[config.mk]
export PLATFORM = sky130hd
export DESIGN_NAME = mem_arbiter
export DESIGN_NICKNAME = d
export VERILOG_FILES = /design/src/rtl/mem_arb_pkg.sv /design/src/rtl/mem_arbiter.sv
export SDC_FILE = /design/constraint.sdc
export NUM_CORES = 1
export LEC_CHECK = 0
export ABC_AREA = 1
export CORE_AREA = 2 2 291 293
export DETAILED_ROUTE_END_ITERATION = 8
export DIE_AREA = 0 0 293 295
export GPL_TIMING_DRIVEN = 0
export HOLD_SLACK_MARGIN = 0.05
export SLEW_MARGIN = 40
export SYNTH_ARGS = -nofsm -noshare
export SYNTH_HDL_FRONTEND = slang
export SYNTH_SLANG_ARGS = --single-unit
[constraint.sdc]
create_clock -name clk -period 2.1 [get_ports clk]
set_clock_uncertainty 0.2 [all_clocks]
set_input_delay 0.315 -clock clk [delete_from_list [all_inputs] [get_ports clk]]
set_output_delay 0.315 -clock clk [all_outputs]
set_load 0.01 [all_outputs]
[src/rtl/mem_arb_pkg.sv]
`default_nettype none
// ============================================================================
// mem_arb_pkg : shared types and default sizes for the I/D memory arbiter
// Revision    : 1.0
// ============================================================================
package mem_arb_pkg;

    localparam int DEFAULT_ADDR_WIDTH = 32;
    localparam int DEFAULT_LINE_WIDTH = 128;

    typedef enum logic [1:0] {
        IDLE  = 2'd0,
        ISSUE = 2'd1,
        WAIT  = 2'd2,
        RESP  = 2'd3
    } arb_state_t;

    typedef enum logic {
        REQ_I = 1'b0,
        REQ_D = 1'b1
    } requester_t;

    typedef enum logic {
        OP_READ  = 1'b0,
        OP_WRITE = 1'b1
    } op_t;

endpackage
`default_nettype wire

[src/rtl/mem_arbiter.sv]
`default_nettype none
// ============================================================================
// mem_arbiter : round-robin sharing of one line-wide memory port between the
//               instruction cache (reads) and data cache (reads/writes)
// Revision    : 1.0
// ============================================================================
module mem_arbiter
    import mem_arb_pkg::*;
#(
    parameter int ADDR_WIDTH = DEFAULT_ADDR_WIDTH,
    parameter int LINE_WIDTH = DEFAULT_LINE_WIDTH
) (
    input  logic                  clk,
    input  logic                  reset,
    input  logic                  in_icache_read_en,
    input  logic [ADDR_WIDTH-1:0] in_icache_addr,
    output logic [LINE_WIDTH-1:0] out_icache_read_data,
    output logic                  out_icache_ready,
    input  logic                  in_dcache_read_en,
    input  logic                  in_dcache_write_en,
    input  logic [ADDR_WIDTH-1:0] in_dcache_addr,
    input  logic [LINE_WIDTH-1:0] in_dcache_write_data,
    output logic [LINE_WIDTH-1:0] out_dcache_read_data,
    output logic                  out_dcache_ready,
    output logic                  out_mem_read_en,
    output logic                  out_mem_write_en,
    output logic [ADDR_WIDTH-1:0] out_mem_addr,
    output logic [LINE_WIDTH-1:0] out_mem_write_data,
    input  logic [LINE_WIDTH-1:0] in_mem_read_data,
    input  logic                  in_mem_ready
);

    arb_state_t r_state;
    requester_t r_grant;
    requester_t r_last_grant;
    op_t        r_op;
    logic       r_mask;

    logic w_req_i;
    logic w_req_d;
    logic w_pick_d;

    // The requester served last is blind for one IDLE cycle so a stale held
    // enable cannot win a second transaction.
    always_comb begin
        w_req_i  = in_icache_read_en &&
                   !(r_mask && (r_last_grant == REQ_I));
        w_req_d  = (in_dcache_read_en || in_dcache_write_en) &&
                   !(r_mask && (r_last_grant == REQ_D));
        w_pick_d = w_req_d && (!w_req_i || (r_last_grant == REQ_I));
    end

    always_ff @(posedge clk) begin
        if (reset) begin
            r_state              <= IDLE;
            r_grant              <= REQ_I;
            r_last_grant         <= REQ_D;
            r_op                 <= OP_READ;
            r_mask               <= 1'b0;
            out_icache_read_data <= '0;
            out_icache_ready     <= 1'b0;
            out_dcache_read_data <= '0;
            out_dcache_ready     <= 1'b0;
            out_mem_read_en      <= 1'b0;
            out_mem_write_en     <= 1'b0;
            out_mem_addr         <= '0;
            out_mem_write_data   <= '0;
        end else begin
            out_mem_read_en  <= 1'b0;
            out_mem_write_en <= 1'b0;
            out_icache_ready <= 1'b0;
            out_dcache_ready <= 1'b0;
            case (r_state)
                IDLE: begin
                    r_mask <= 1'b0;
                    if (w_req_i || w_req_d) begin
                        r_state <= ISSUE;
                        if (w_pick_d) begin
                            // A write wins when both D enables are high.
                            r_grant            <= REQ_D;
                            r_op               <= in_dcache_write_en ? OP_WRITE : OP_READ;
                            out_mem_addr       <= in_dcache_addr;
                            out_mem_write_data <= in_dcache_write_en ? in_dcache_write_data : '0;
                            out_mem_read_en    <= !in_dcache_write_en;
                            out_mem_write_en   <= in_dcache_write_en;
                        end else begin
                            r_grant            <= REQ_I;
                            r_op               <= OP_READ;
                            out_mem_addr       <= in_icache_addr;
                            out_mem_write_data <= '0;
                            out_mem_read_en    <= 1'b1;
                        end
                    end
                end
                ISSUE: begin
                    r_state <= WAIT;
                end
                WAIT: begin
                    if (in_mem_ready) begin
                        r_state <= RESP;
                        if (r_grant == REQ_I) begin
                            out_icache_read_data <= in_mem_read_data;
                            out_icache_ready     <= 1'b1;
                        end else begin
                            if (r_op == OP_READ) begin
                                out_dcache_read_data <= in_mem_read_data;
                            end
                            out_dcache_ready <= 1'b1;
                        end
                    end
                end
                RESP: begin
                    r_last_grant <= r_grant;
                    r_mask       <= 1'b1;
                    r_state      <= IDLE;
                end
                default: begin
                    r_state <= IDLE;
                end
            endcase
        end
    end

endmodule
`default_nettype wire

# Word-level counts from Yosys, hierarchy flattened
# Cells that the tools add are included.
classes:
  n_eq_ne: 5
  bitwise_logic: 8
  muxes: 13
  n_reduce_logical: 21
op_table:
  columns: ["op", "count"]
  rows:
  - ["two-way mux 128 bit", 2]
  - ["two-way mux 32 bit", 1]
  - ["NOT 1 bit", 8]
  - ["one-hot mux 2 bit (4 select lines)", 1]
  - ["two-way mux 1 bit", 6]
  - ["OR reduction 3 bit", 2]
  - ["logical AND 1 bit", 5]
  - ["== test 2 bit, second input constant", 2]
  - ["logical NOT 1 bit", 4]
  - ["two-way mux 2 bit", 2]
  - ["!= test 2 bit, second input constant", 2]
  - ["AND reduction 2 bit", 2]
  - ["AND reduction 4 bit", 1]
  - ["OR reduction 4 bit", 1]
  - ["logical OR 1 bit", 3]
  - ["AND reduction 3 bit", 1]
  - ["== test 2 x 1 -> 1 bit, second input constant", 1]
  - ["logical NOT 2 bit", 1]
  - ["one-hot mux 1 bit (2 select lines)", 1]
  - ["nonzero test 2 bit", 1]
totals:
  ff_bits: 426
  elab_cells: 60
  out_inout_bits: 420
  inputBits: 326

# Logic depth before layout (Yosys ltp)
# Gate-level depths: netlist of the first run.
depth:
  depth_word: 9
  mapped_depth: 9
  ltp_nobuf: 8

# Least setup slack after synthesis of the first run
# Ideal clock, no wire load.
synth_path:
  kind: "register -> register"
  start: "register r_state[0]"
  end: "register out_mem_write_data[100]"
  n_path_buf: 3
  required_ns: 1.841
  setup_time_ns: 0.059
  setup_slack_ns: 0.451
  arrival_ns: 1.390
  stages_incl_launch_ff: 10
  synth_period_minus_slack_ns: 1.649
  cell_sequence: "dfxtp_1 inv_1 ha_1 buf_2 inv_2 nor3_2 buf_4 buf_2 nand3_1 nand2_1"
synth_via:
  elab_chain_len: 2
synth_lines:
  columns: ["item", "line", "source"]
  rows:
  - ["start: declaration", "mem_arbiter.sv:33", "arb_state_t r_state;"]
  - ["start signal: assignment", "mem_arbiter.sv:55", "r_state <= IDLE;"]
  - ["start signal: assignment", "mem_arbiter.sv:77", "r_state <= ISSUE;"]
  - ["start signal: assignment", "mem_arbiter.sv:96", "r_state <= WAIT;"]
  - ["logical NOT 2 bit", "mem_arbiter.sv:73", "case (r_state)"]
  - ["AND reduction 2 bit (no line)", null, null]
  - ["end signal: assignment", "mem_arbiter.sv:83", "out_mem_write_data <= in_dcache_write_en ? in_dcache_write_data : '0;"]
  - ["end: declaration", "mem_arbiter.sv:28", "output logic [LINE_WIDTH-1:0] out_mem_write_data,"]
# No other way between the ends.
# A chain may end at the register's enable or synchronous reset.

# Worst setup path after layout of the first run
layout_path:
  start: "register out_icache_read_data[73]"
  end: "output port out_icache_read_data[73]"
layout_rtl:
  columns: ["item", "line", "source"]
  rows:
  - ["start: declaration", "mem_arbiter.sv:17", "output logic [LINE_WIDTH-1:0] out_icache_read_data,"]
  - ["start signal: assignment", "mem_arbiter.sv:102", "out_icache_read_data <= in_mem_read_data;"]
# No word-level cell between the ends.

==> summary.md, run 1 <==
| Metric | Value |
|---|---|
| Status | `complete, no violations` |
| WL final | `74200 microns` |
| Int Power | `18320 uW` |
| GRT Overall Usage | `16.19%` |
| Commonest non-fill, non-tap cells in the layout | `702 x clkdlybuf4s50_1, 609 x nor2_1, 424 x dfxtp_1` |
| Vias in the first global route | `16493` |
| Num rows | `106` |
| Tightest Hold Check Type | `in2reg` |
| Final setup fails | `0` |
| Avg Synthesized Cell Area | `7.541 sq um` |
| Initial drt markers | `787` |
| Root Buffer | `clkbuf_16` |
| Nets | `3231` |
| Final worst slack | `52.15 ps` |
| Setup CP Type | `reg2out` |
| Lkg Pwr | `0.01189 uW` |
| Finished Cell Area | `26710 sq um` |
| WHS Endpoint | `out_mem_write_data[92]$_SDFFE_PP0P_` |
| Critical R2R Capture | `out_dcache_read_data[89]$_SDFFE_PP0P_` |
| Library cells used by synthesis | `20` |
| Clock insertion delay at the later pin of the skew report | `570 ps` |
| Max Cap Viol | `0` |
| CTS Buf Count | `49` |
| Comb power frac | `30.6%` |
| DRC | `0` |
| # fillers | `8866` |
| WHS Path Cells | `3` |
| Number of cells produced by synthesis | `2084` |
| Yosys reg bits | `426` |
| Via count | `16925` |
| Reg clk slew, reported paths | `60 ps` |
| Data required time of the critical path | `1580 ps` |
| NetSw | `8766 uW` |
| RSZ-0062 raised after global routing | `true` |
| TritonRoute pass-1 iters | `5` |
| Layout cell share with drive strength beyond 1 | `7.854%` |
| R2r setup slk | `90 ps` |
| Fin Hold WS | `99.37 ps` |
| WL/cell | `18.44 microns` |
| Number of port buffers | `745` |
| Pin count of the biggest net entering global routing | `14` |
| Crit-path cells | `clkdlybuf4s50_1` |
| Die W | `293 microns` |
| Fin. max-slew vios | `0` |
| CTS Buffer Depth | `3` |
| CP max FO | `2` |
| Top delay family on crit path | `buffers and inverters` |
| Clock share of power | `32.7%` |
| Period utilization | `97.52%` |
| I/O Pins | `746` |
| First-pass GRT wire length | `106500 microns` |
| Worst reg2reg path depth | `10` |
| Crit-path max cell delay | `630 ps` |
| DPL Wire Length | `56710 microns` |
| Worst R2R Start | `r_state[0]$_SDFFE_PP0P_` |
| Antenna violations before repair | `5` |
| Post-synthesis sequential area ratio | `54.26%` |
| Remaining antenna violation count | `0` |
| Remaining Overflow, GRT | `0` |
| Net Sw Frac | `32.37%` |
| Rel. slew slack | `55.69%` |
| Total number of H-tree levels | `2` |
| Area of the core | `83160 sq um` |
| Final Hold Viols | `0` |
| Min-delay src | `in_dcache_write_data[92]` |
| Synthesized area | `15720 sq um` |
| Register area | `8531 sq um` |
| Initial Util | `18.90%` |
| Reg power frac | `36.7%` |
| Post-synth net total | `2414` |
| Tmin final | `2048 ps` |
| Yosys warning count | `0` |
| Vias per cell | `4.207` |
| Commonest non-fill, non-tap cell in the layout | `clkdlybuf4s50_1` |
| Final Core Density | `32.12%` |
| Die ar. | `86440 sq um` |
| Critical Path AT | `1530 ps` |
| Placed Area | `24530 sq um` |
| Startpoint Class | `flop` |
| Slew @ Worst Pin | `664.7 ps` |
| Area growth syn-to-layout | `69.94%` |
| Clock sink total | `426` |
| Die Y | `295 microns` |
| VDD IR max | `0.6320 mV` |
| Critical-path cell with the highest stage delay | `clkdlybuf4s50_1` |
| Routability-driven placement congestion ratio | `0.8366` |
| CP endpoint kind | `output port` |
| Fmax | `488.3 MHz` |
| CTS tree | `built` |
| Power Density | `1014 nW/um^2` |
| Multi-input combinational cell area | `6125 sq um` |
| Instance count on the critical path | `1` |
| Bufs and invs on worst path | `1` |
| Post-Place Worst Slack | `-784.7 ps` |
[synthesized netlist by cell type, drive strengths merged]
library cell	count	share of area, %
nor3	2	0.13
o22ai	1	0.040
dfxtp	426	54
o21ai	258	8.2
nand4	1	0.040
buf	116	4.1
ha	4	0.32
clkbuf	46	1.1
inv	76	1.8
nand3	293	9.3
a21oi	4	0.13
nor2	615	15
nand2	242	5.8
[repair_timing]
| item | CTS | global route |
|---|---|---|
| hold buffers | 17 | 0 |
| buffers inserted | 2 | 1 |
| setup endpoints to repair | 328 | 341 |
| endpoints found under the hold margin | 17 | 0 |
| resized for setup | 63 | 115 |
| pin swaps | 2 | 1 |
| gates cloned | 0 | 1 |
[logic make-up (layout without fill, tap and decap cells)]
kind of cell	count (synthesis)	count (layout)	share of synthesized area, %
AOI/OAI and AO/OA	263	263	8.383
adders and majority gates	4	4	0.3185
buffers and inverters	238	1095	7.038
DFF	426	426	54.26
other	0	2	0
and+or+nand+nor	1153	1153	30.00
[layer usage]
layer | global-route usage [%] | share of wire, % | vias to the layer above
li1 | - | - | 8350
met1 | 18.59 | 40 | 7849
met2 | 27.87 | 49 | 609
met3 | 5.751 | 8.9 | 115
met4 | 5.453 | 2.9 | 2
met5 | 0 | 0.022 | -
[power groups by stage]
| stage | registers, uW | clock network, uW | logic, uW |
|---|---|---|---|
| 6_report | 9930 | 8850 | 8300 |
| 5_1_grt | 10100 | 9410 | 9010 |
| 4_1_cts | 9920 | 9090 | 8220 |
| 3_5_place_dp | 10100 | 0 | 8090 |
| 3_3_place_gp | 10000 | 0 | 8120 |
| 2_1_floorplan | 10600 | 0 | 3030 |
[metrics by stage]
step	power, uW	setup TNS, ps	cells
detailed placement	18170	-207250	3909
floorplan	13590	0	2084
global placement	18150	-299710	3909
finish	27080	0	4023
CTS	27230	0	4019
global route	28470	-50.76	4022
[area by class of cell]
cell class | instances | share of cell area (%)
Inverter | 76 | 1.068
Clock buffer | 80 | 5.706
Sequential cell | 426 | 31.94
Timing Repair Buffer | 766 | 28.84
Tap cell | 1080 | 5.060
Buffer | 162 | 3.912
Clock inverter | 11 | 0.5200
Antenna cell | 2 | 0.01874
Multi-Input combinational cell | 1420 | 22.93
[registers in the layout, summed over array words and instances, names as in the netlist]
name / cells
r_state: 2
r_op: 1
r_grant: 1
r_last_grant: 1
out_dcache_ready: 1
out_mem_write_data: 128
out_dcache_read_data: 128
out_icache_read_data: 128
out_mem_read_en: 1
out_mem_addr: 32
r_mask: 1
out_icache_ready: 1
out_mem_write_en: 1
[how the worst max path moves through the flow]
stage / startpoint / to / slack [ps]
floorplan: r_state[0]$_SDFFE_PP0P_ / out_mem_write_data[100]$_SDFFE_PP0P_ / 450
global placement: reset / out_mem_write_data[127]$_SDFFE_PP0P_ / -1110
detailed placement: in_mem_ready / out_icache_read_data[70]$_SDFFE_PP0P_ / -780
CTS: r_state[0]$_SDFFE_PP0P_ / out_icache_read_data[127]$_SDFFE_PP0P_ / 0.5
global route: r_state[0]$_SDFFE_PP0P_ / out_mem_write_data[83]$_SDFFE_PP0P_ / -9
finish: out_icache_read_data[73]$_SDFFE_PP0P_ / out_icache_read_data[73] / 50
(Power assumes the default switching activity.)
==> run 2: changes to the inputs <==
GPL_ROUTABILITY_DRIVEN = 0   (was not set)
==> results of run 2 <==
Same layout as run 1: the final DEF is identical, and so are final timing and power.
